[src/rtl/serial_arith_pkg.sv]
// Shared types and constants for the bit-serial arithmetic blocks.
package serial_arith_pkg;

  localparam int DEF_WIDTH = 8;
  localparam int CNT_W     = $clog2(DEF_WIDTH);

  typedef enum logic [1:0] {
    IDLE  = 2'd0,
    SHIFT = 2'd1,
    DONE  = 2'd2
  } state_e;

  // Bit-counter width for a given operand width (never below 1 bit).
  function automatic int cnt_width(input int width);
    return (width < 2) ? 1 : $clog2(width);
  endfunction

endpackage

[src/rtl/full_subtractor.sv]
// One-bit combinational full-subtractor cell: diff = a - b - bin.
module full_subtractor (
  input  logic a,
  input  logic b,
  input  logic bin,
  output logic diff,
  output logic bout
);

  assign diff = a ^ b ^ bin;
  assign bout = (~a & b) | (~(a ^ b) & bin);

endmodule

[src/rtl/serial_subtractor.sv]
// Bit-serial subtractor, LSB first, start/done handshake.
// Optional signed-overflow output enabled by defining SERIAL_SUB_OVF_EN.
//
// state | meaning
// IDLE  | waiting for start, result outputs hold
// SHIFT | one bit per clock through the full-subtractor cell
// DONE  | one-cycle done pulse; start here begins the next operation
module serial_subtractor
  import serial_arith_pkg::*;
#(
  parameter int WIDTH = DEF_WIDTH
) (
  input  logic             clk,
  input  logic             rst_n,
  input  logic             start,
  input  logic [WIDTH-1:0] a,
  input  logic [WIDTH-1:0] b,
  input  logic             bin,
  output logic             ready,
  output logic             busy,
  output logic             done,
  output logic [WIDTH-1:0] diff,
  output logic             bout
`ifdef SERIAL_SUB_OVF_EN
  ,
  output logic             ovf
`endif
);

  localparam int CW = cnt_width(WIDTH);
  localparam logic [CW-1:0] LAST = CW'(WIDTH - 1);

  state_e           state_q, state_d;
  logic [WIDTH-1:0] a_sr_q, a_sr_d;
  logic [WIDTH-1:0] b_sr_q, b_sr_d;
  logic [WIDTH-1:0] res_q, res_d;
  logic [WIDTH-1:0] diff_q, diff_d;
  logic [CW-1:0]    count_q, count_d;
  logic             borrow_q, borrow_d;
  logic             bout_q, bout_d;
  logic             bit_diff, bit_bout;
  logic [WIDTH-1:0] res_shift;

  full_subtractor u_fs (
    .a    (a_sr_q[0]),
    .b    (b_sr_q[0]),
    .bin  (borrow_q),
    .diff (bit_diff),
    .bout (bit_bout)
  );

  assign res_shift = {bit_diff, res_q[WIDTH-1:1]};

`ifdef SERIAL_SUB_OVF_EN
  logic a_msb_q, a_msb_d;
  logic b_msb_q, b_msb_d;
  logic ovf_q, ovf_d;
`endif

  always_comb begin
    state_d  = state_q;
    a_sr_d   = a_sr_q;
    b_sr_d   = b_sr_q;
    res_d    = res_q;
    diff_d   = diff_q;
    count_d  = count_q;
    borrow_d = borrow_q;
    bout_d   = bout_q;
`ifdef SERIAL_SUB_OVF_EN
    a_msb_d  = a_msb_q;
    b_msb_d  = b_msb_q;
    ovf_d    = ovf_q;
`endif
    case (state_q)
      IDLE, DONE: begin
        if (start) begin
          state_d  = SHIFT;
          a_sr_d   = a;
          b_sr_d   = b;
          borrow_d = bin;
          count_d  = '0;
          res_d    = '0;
`ifdef SERIAL_SUB_OVF_EN
          a_msb_d  = a[WIDTH-1];
          b_msb_d  = b[WIDTH-1];
`endif
        end else if (state_q == DONE) begin
          state_d = IDLE;
        end
      end
      SHIFT: begin
        a_sr_d   = a_sr_q >> 1;
        b_sr_d   = b_sr_q >> 1;
        res_d    = res_shift;
        borrow_d = bit_bout;
        count_d  = count_q + CW'(1);
        if (count_q == LAST) begin
          state_d = DONE;
          diff_d  = res_shift;
          bout_d  = bit_bout;
`ifdef SERIAL_SUB_OVF_EN
          // Final diff bit is the result MSB, available in this same cycle.
          ovf_d   = (a_msb_q != b_msb_q) && (bit_diff != a_msb_q);
`endif
        end
      end
      default: state_d = IDLE;
    endcase
  end

  always_ff @(posedge clk or negedge rst_n) begin
    if (!rst_n) begin
      state_q  <= IDLE;
      a_sr_q   <= '0;
      b_sr_q   <= '0;
      res_q    <= '0;
      diff_q   <= '0;
      count_q  <= '0;
      borrow_q <= 1'b0;
      bout_q   <= 1'b0;
    end else begin
      state_q  <= state_d;
      a_sr_q   <= a_sr_d;
      b_sr_q   <= b_sr_d;
      res_q    <= res_d;
      diff_q   <= diff_d;
      count_q  <= count_d;
      borrow_q <= borrow_d;
      bout_q   <= bout_d;
    end
  end

`ifdef SERIAL_SUB_OVF_EN
  always_ff @(posedge clk or negedge rst_n) begin
    if (!rst_n) begin
      a_msb_q <= 1'b0;
      b_msb_q <= 1'b0;
      ovf_q   <= 1'b0;
    end else begin
      a_msb_q <= a_msb_d;
      b_msb_q <= b_msb_d;
      ovf_q   <= ovf_d;
    end
  end

  assign ovf = ovf_q;
`endif

  assign ready = (state_q == IDLE) || (state_q == DONE);
  assign busy  = (state_q == SHIFT);
  assign done  = (state_q == DONE);
  assign diff  = diff_q;
  assign bout  = bout_q;

endmodule

[config.mk]
export PLATFORM = sky130hd
export DESIGN_NAME = serial_subtractor
export DESIGN_NICKNAME = d
export VERILOG_FILES = /design/src/rtl/serial_arith_pkg.sv /design/src/rtl/full_subtractor.sv /design/src/rtl/serial_subtractor.sv
export SDC_FILE = /design/constraint.sdc
export NUM_CORES = 1
export LEC_CHECK = 0
export CORE_MARGIN = 2
export CORE_UTILIZATION = 47
export DETAILED_ROUTE_END_ITERATION = 8
export PLACE_DENSITY = 0.74
export SYNTH_ARGS = -nofsm -noshare
export SYNTH_HDL_FRONTEND = slang
export SYNTH_HIERARCHICAL = 1
export SYNTH_SLANG_ARGS = --single-unit
[constraint.sdc]
create_clock -name clk -period 1.4 [get_ports clk]
set_clock_uncertainty 0.1 [all_clocks]
set_input_delay 0.14 -clock clk [delete_from_list [all_inputs] [get_ports clk]]
set_output_delay 0.14 -clock clk [all_outputs]
set_load 0.02 [all_outputs]
# Word level (Yosys, flattened, before mapping)
# Index checks and enable logic that the tools add are counted.
[word_totals] output_inout_bits=12 inputBits=20 elab_cells=43 regBits=39
[classes] bitwise_logic=7 mux=14 reduce_logical=7 addsub=1 n_eq_ne=6
[ops] cell="$pmux W8 S2" n=3
[ops] cell="$mux W8" n=3
[ops] cell="$mux W2" n=3
[ops] cell="$pmux W3 S2" n=1
[ops] cell="$reduce_and A2 Y1" n=3
[ops] cell="$pmux W2 S2" n=1
[ops] cell="$add A3 B1 Y3 const B" n=1
[ops] cell="$eq A3 B3 Y1 const B" n=1
[ops] cell="$mux W3" n=1
[ops] cell="$ne A3 B3 Y1 const B" n=1
[ops] cell="$and A1 B1 Y1" n=2
[ops] cell="$eq A2 B1 Y1 const B" n=1
[ops] cell="$eq A2 B2 Y1 const B" n=1
[ops] cell="$logic_not A2 Y1" n=1
[ops] cell="$ne A2 B1 Y1 const B" n=1
[ops] cell="$ne A2 B2 Y1 const B" n=1
[ops] cell="$not A1 Y1" n=2
[ops] cell="$pmux W1 S2" n=1
[ops] cell="$reduce_bool A2 Y1" n=1
[ops] cell="$reduce_or A2 Y1" n=1
[ops] cell="$xor A1 B1 Y1" n=2
[ops] cell="$logic_or A1 B1 Y1" n=1
[ops] cell="$mux W1" n=1
[ops] cell="$or A1 B1 Y1" n=1

# Depth between registers and ports, before layout
[logic_depth] ltp_word=5 mapped_depth=5 mapped_depth_nobuf=5

# Modules after synthesis
# The synthesis kept the hierarchy.
[modules_own_cells] mod="serial_subtractor" seq_area_each_um2=950.9 cells_each=161 area_each_um2=1896.8 instances=1
[modules_own_cells] mod="full_subtractor" seq_area_each_um2=0.0 cells_each=4 area_each_um2=31.3 instances=1

# Least setup slack after synthesis
# No wires, ideal clock.
[synth_path] path_kind="reg-to-reg" start="register count_q[0]" end="register bout_q (netlist: bout)" arrival_time_ps=1222 period_less_slack_ps=1447 setup_time_ps=125 path_buffers=0 stages_incl_launch_ff=5 path_slack_ps=-47 required_ps=1175 path_cell_list="dfrtp_1 > ha_1 > ha_1 > nand2_8 > mux2_4"
[synth_between] elab_chain_cells=2
[synth_rtl] item="from (decl)" line="serial_subtractor.sv:38" text="logic [CW-1:0] count_q, count_d;"
[synth_rtl] item="from (signal assigned)" line="serial_subtractor.sv:127" text="count_q <= count_d;"
[synth_rtl] item="$eq A3 B3 Y1" line="serial_subtractor.sv:97" text="if (count_q == LAST) begin"
[synth_rtl] item="$reduce_and A2 Y1 (no source line)"
[synth_rtl] item="to (signal assigned)" line="serial_subtractor.sv:129" text="bout_q <= bout_d;"
[synth_rtl] item="to (decl)" line="serial_subtractor.sv:40" text="logic bout_q, bout_d;"
# No other way between the ends.
# A chain may end at the register's enable or synchronous reset.

# Worst setup path after layout
[layout_path] start="register count_q[1]" end="register diff_q[6] (netlist: diff[6])"
[layout_between] elab_chain_cells=2
[layout_rtl] item="$eq A3 B3 Y1" line="serial_subtractor.sv:97"
[layout_rtl] item="$reduce_and A2 Y1 (no source line)"
[layout_rtl] item="to (signal assigned)" line="serial_subtractor.sv:126" text="diff_q <= diff_d;"
[layout_rtl] item="to (decl)" line="serial_subtractor.sv:37" text="logic [WIDTH-1:0] diff_q, diff_d;"
# No other way between the ends.

==> impl_results.md <==
* Layout Utilization at approximately three fifths
* Fin. max-slew vios at 0
* Post-Syn Instances at 165
* Skew-Pair Late Insertion Delay at slightly below 300 ps
* Post-route DRC at 0
* Max IR drop VDD at between 0.0009 and 0.001 V
* Worst-Margin Slew at between 400 and 500 ps
* Yosys reg bits at 38
* Pleak at 1.07 nW
* Critical Path RT at ~1500 ps
* Max-Cap Viols at 0
* Layout Nets at 232
* Clk root buf: clkbuf_8
* Via count at roughly 1400
* Final Hold Vio Count at 0
* Synth cell types at 22
* Vias in the first global route at 1451
* WP data arrival at 1510 ps
* Reg-to-Reg Start: count_q[1]
* Wirelength per Cell at approximately 15 um
* Gr ovfl total at 0
* Layout area overhead at 26.8%
* # rows at 23
* H-tree depth at 2
* Routed Antenna Nets at 0
* Yosys warning count at 6
* Fin worst setup slack at -29.9 ps
* CP endpoint kind: flop
* Final setup viols at 9
* # diodes at 0
* Die area at between 0.004 and 0.005 mm^2
* Drt via density at 5.37
* Pwr Density at 2000 mW/mm^2
* Share of cells above drive strength 1 at around 21%
* Core ar. at ~0.0040 mm^2
* Die H at 68.1 um
* Crit-path max FO at 5
* First-pass iteration count of the detailed router at 4
* CTS Sinks at 38
* Post-route cell area at around 0.0024 mm^2
* Register area share after synthesis at between 40% and 50%
* Clock Path Buffers at 2
* Die W at about 70 um
* Initial Util at around 50%
* Worst Hold Slack at 330 ps
* Routability-driven placement congestion ratio at between 0.7 and 0.8
* Fin crit share at 102%
* RSZ-0062 raised after global routing: true
* HP Class: in2async
* Normalized max-slew margin at 67.9%
* Outcome: finished, violations left
* Port-buffer cells at 31
* CP startpoint kind: flop
* Power, Total at about 5 mW
* Total track usage at between 10% and 20%
* Clock transition at path regs at ~70 ps
* Area of the mapped netlist at roughly 0.0019 mm^2
* Largest net degree at the start of global routing at 39
* Ports at 32
* Placed wire-length estimate at 2.69 mm
* Worst Setup SP: count_q[1]
* Failing checks: setup timing
* Total CTS buffers at 5
* Fmax at roughly 700 MHz
* Initial DRC Count at a little under 60
* Total wire length at between 3 and 4 mm
* Post-Syn Area per Cell at 11.7 um^2
* Setup CP Type: reg2reg
* Initial antenna violation count at 0
* CTS tree: yes
* Placed cell area at approximately 0.0023 mm^2
* Min Tclk post-route at 1430 ps
* Post-synth net total at between 150 and 200
* First-pass GRT wire length at ~6.5 mm
## worst paths after layout
| check | to | slack [ps] | cells after the start |
|---|---|---|---|
| hold / removal | res_q[1] | 330 | 3 |
| hold reg to reg | diff[1] | 410 | 1 |
| setup / recovery | diff[6] | -30 | 4 |
| setup reg to reg | diff[6] | -30 | 4 |
| min in group clk | b_sr_q[7] | 400 | 3 |
| max in group asynchronous | state_q[0] | 500 | 3 |
## sequential cells by signal, indices dropped and copies added (netlist names)
| name | flops |
|---|---|
| bout | 1 |
| res_q | 7 |
| borrow_q | 1 |
| b_sr_q | 8 |
| diff | 8 |
| count_q | 3 |
| a_sr_q | 8 |
| state_q | 2 |
## layer usage
layer | global-route usage, % | routed length, um | share of wire [%]
met4 | 8.00 | 70 | 1.8
met3 | 5.43 | 158 | 4.1
met2 | 34.2 | 1980 | 51
met1 | 22.2 | 1670 | 43
met5 | 0 | 0 | 0
## power breakdown
group	switching [mW]	leakage (nW)	internal (mW)	total, mW
Combinational	1.07	0.562	1.15	2.22
Clock	0.359	0.0383	0.343	0.702
Sequential	0.370	0.469	1.59	1.96
## layout make-up
| type | count | area (um^2) |
|---|---|---|
| Clock buffer | 7 | 76.3 |
| Fill cell | 326 | 1530 |
| Inverter | 6 | 22.5 |
| Multi-Input combinational cell | 109 | 907 |
| Sequential cell | 38 | 952 |
| Tap cell | 50 | 62.6 |
| Timing Repair Buffer | 49 | 424 |
## cell usage in the layout, fill, tap and decap left out, drive strengths merged
cell,count
nor2b,17
a21oi,16
inv,6
nand3,2
dlygate4sd3,1
o22ai,2
a211oi,15
fa,1
ha,2
dfrtp,38
mux2,10
clkdlybuf4s50,18
nor2,1
mux2i,24
nand2,9
o21ai,7
clkbuf,7
buf,21
dlygate4sd2,9
a22o,3
## synthesized netlist by cell type
library cell / count / area, um^2
dfrtp_1: 38 / 951
mux2i_1: 24 / 240
a21oi_1: 16 / 80.1
nor2b_1: 16 / 100
a211oi_1: 15 / 113
mux2_4: 9 / 135
nand2_1: 7 / 26.3
o21ai_0: 7 / 35.0
buf_2: 6 / 30.0
inv_1: 6 / 22.5
a22o_1: 3 / 26.3
buf_6: 3 / 33.8
clkbuf_1: 3 / 11.3
ha_1: 2 / 25.0
nand3_1: 2 / 10.0
o22ai_1: 2 / 12.5
buf_4: 1 / 7.51
fa_1: 1 / 20.0
mux2_2: 1 / 11.3
nand2_8: 1 / 20.0
nor2_1: 1 / 3.75
nor2b_4: 1 / 13.8
## critical path, cell delays in order, from the launching register on
cell,delay (ps)
dfrtp_1,400
ha_2,210
ha_4,210
nand2_8,110
mux2_4,290
## cells by family after synthesis
group	after synthesis	share of synthesized area (%)
and+or+nand+nor	28	9.02
muxes	34	20.1
AOI/OAI and AO/OA	43	13.8
adders and majority gates	3	2.34
buffers and inverters	19	5.45
DFF	38	49.3
## metrics by stage
step	TNS [ps]	std cells	worst slack (ps)
6_report	-230	259	-29.9
5_1_grt	-542	259	-63.1
4_1_cts	-51.4	258	-12.9
3_5_place_dp	-1310	247	-108
3_3_place_gp	-625	247	-53.1
2_1_floorplan	0	165	9.23
## what timing repair did
action,4_1_cts,5_1_grt
endpoints found under the hold margin,38,0
resized for setup,25,3
endpoints found under the setup margin,21,14
hold buffers,1,0
pin swaps,0,3
cloned,1,0
buffers inserted,2,1
Power figures use the tool's default switching activity.
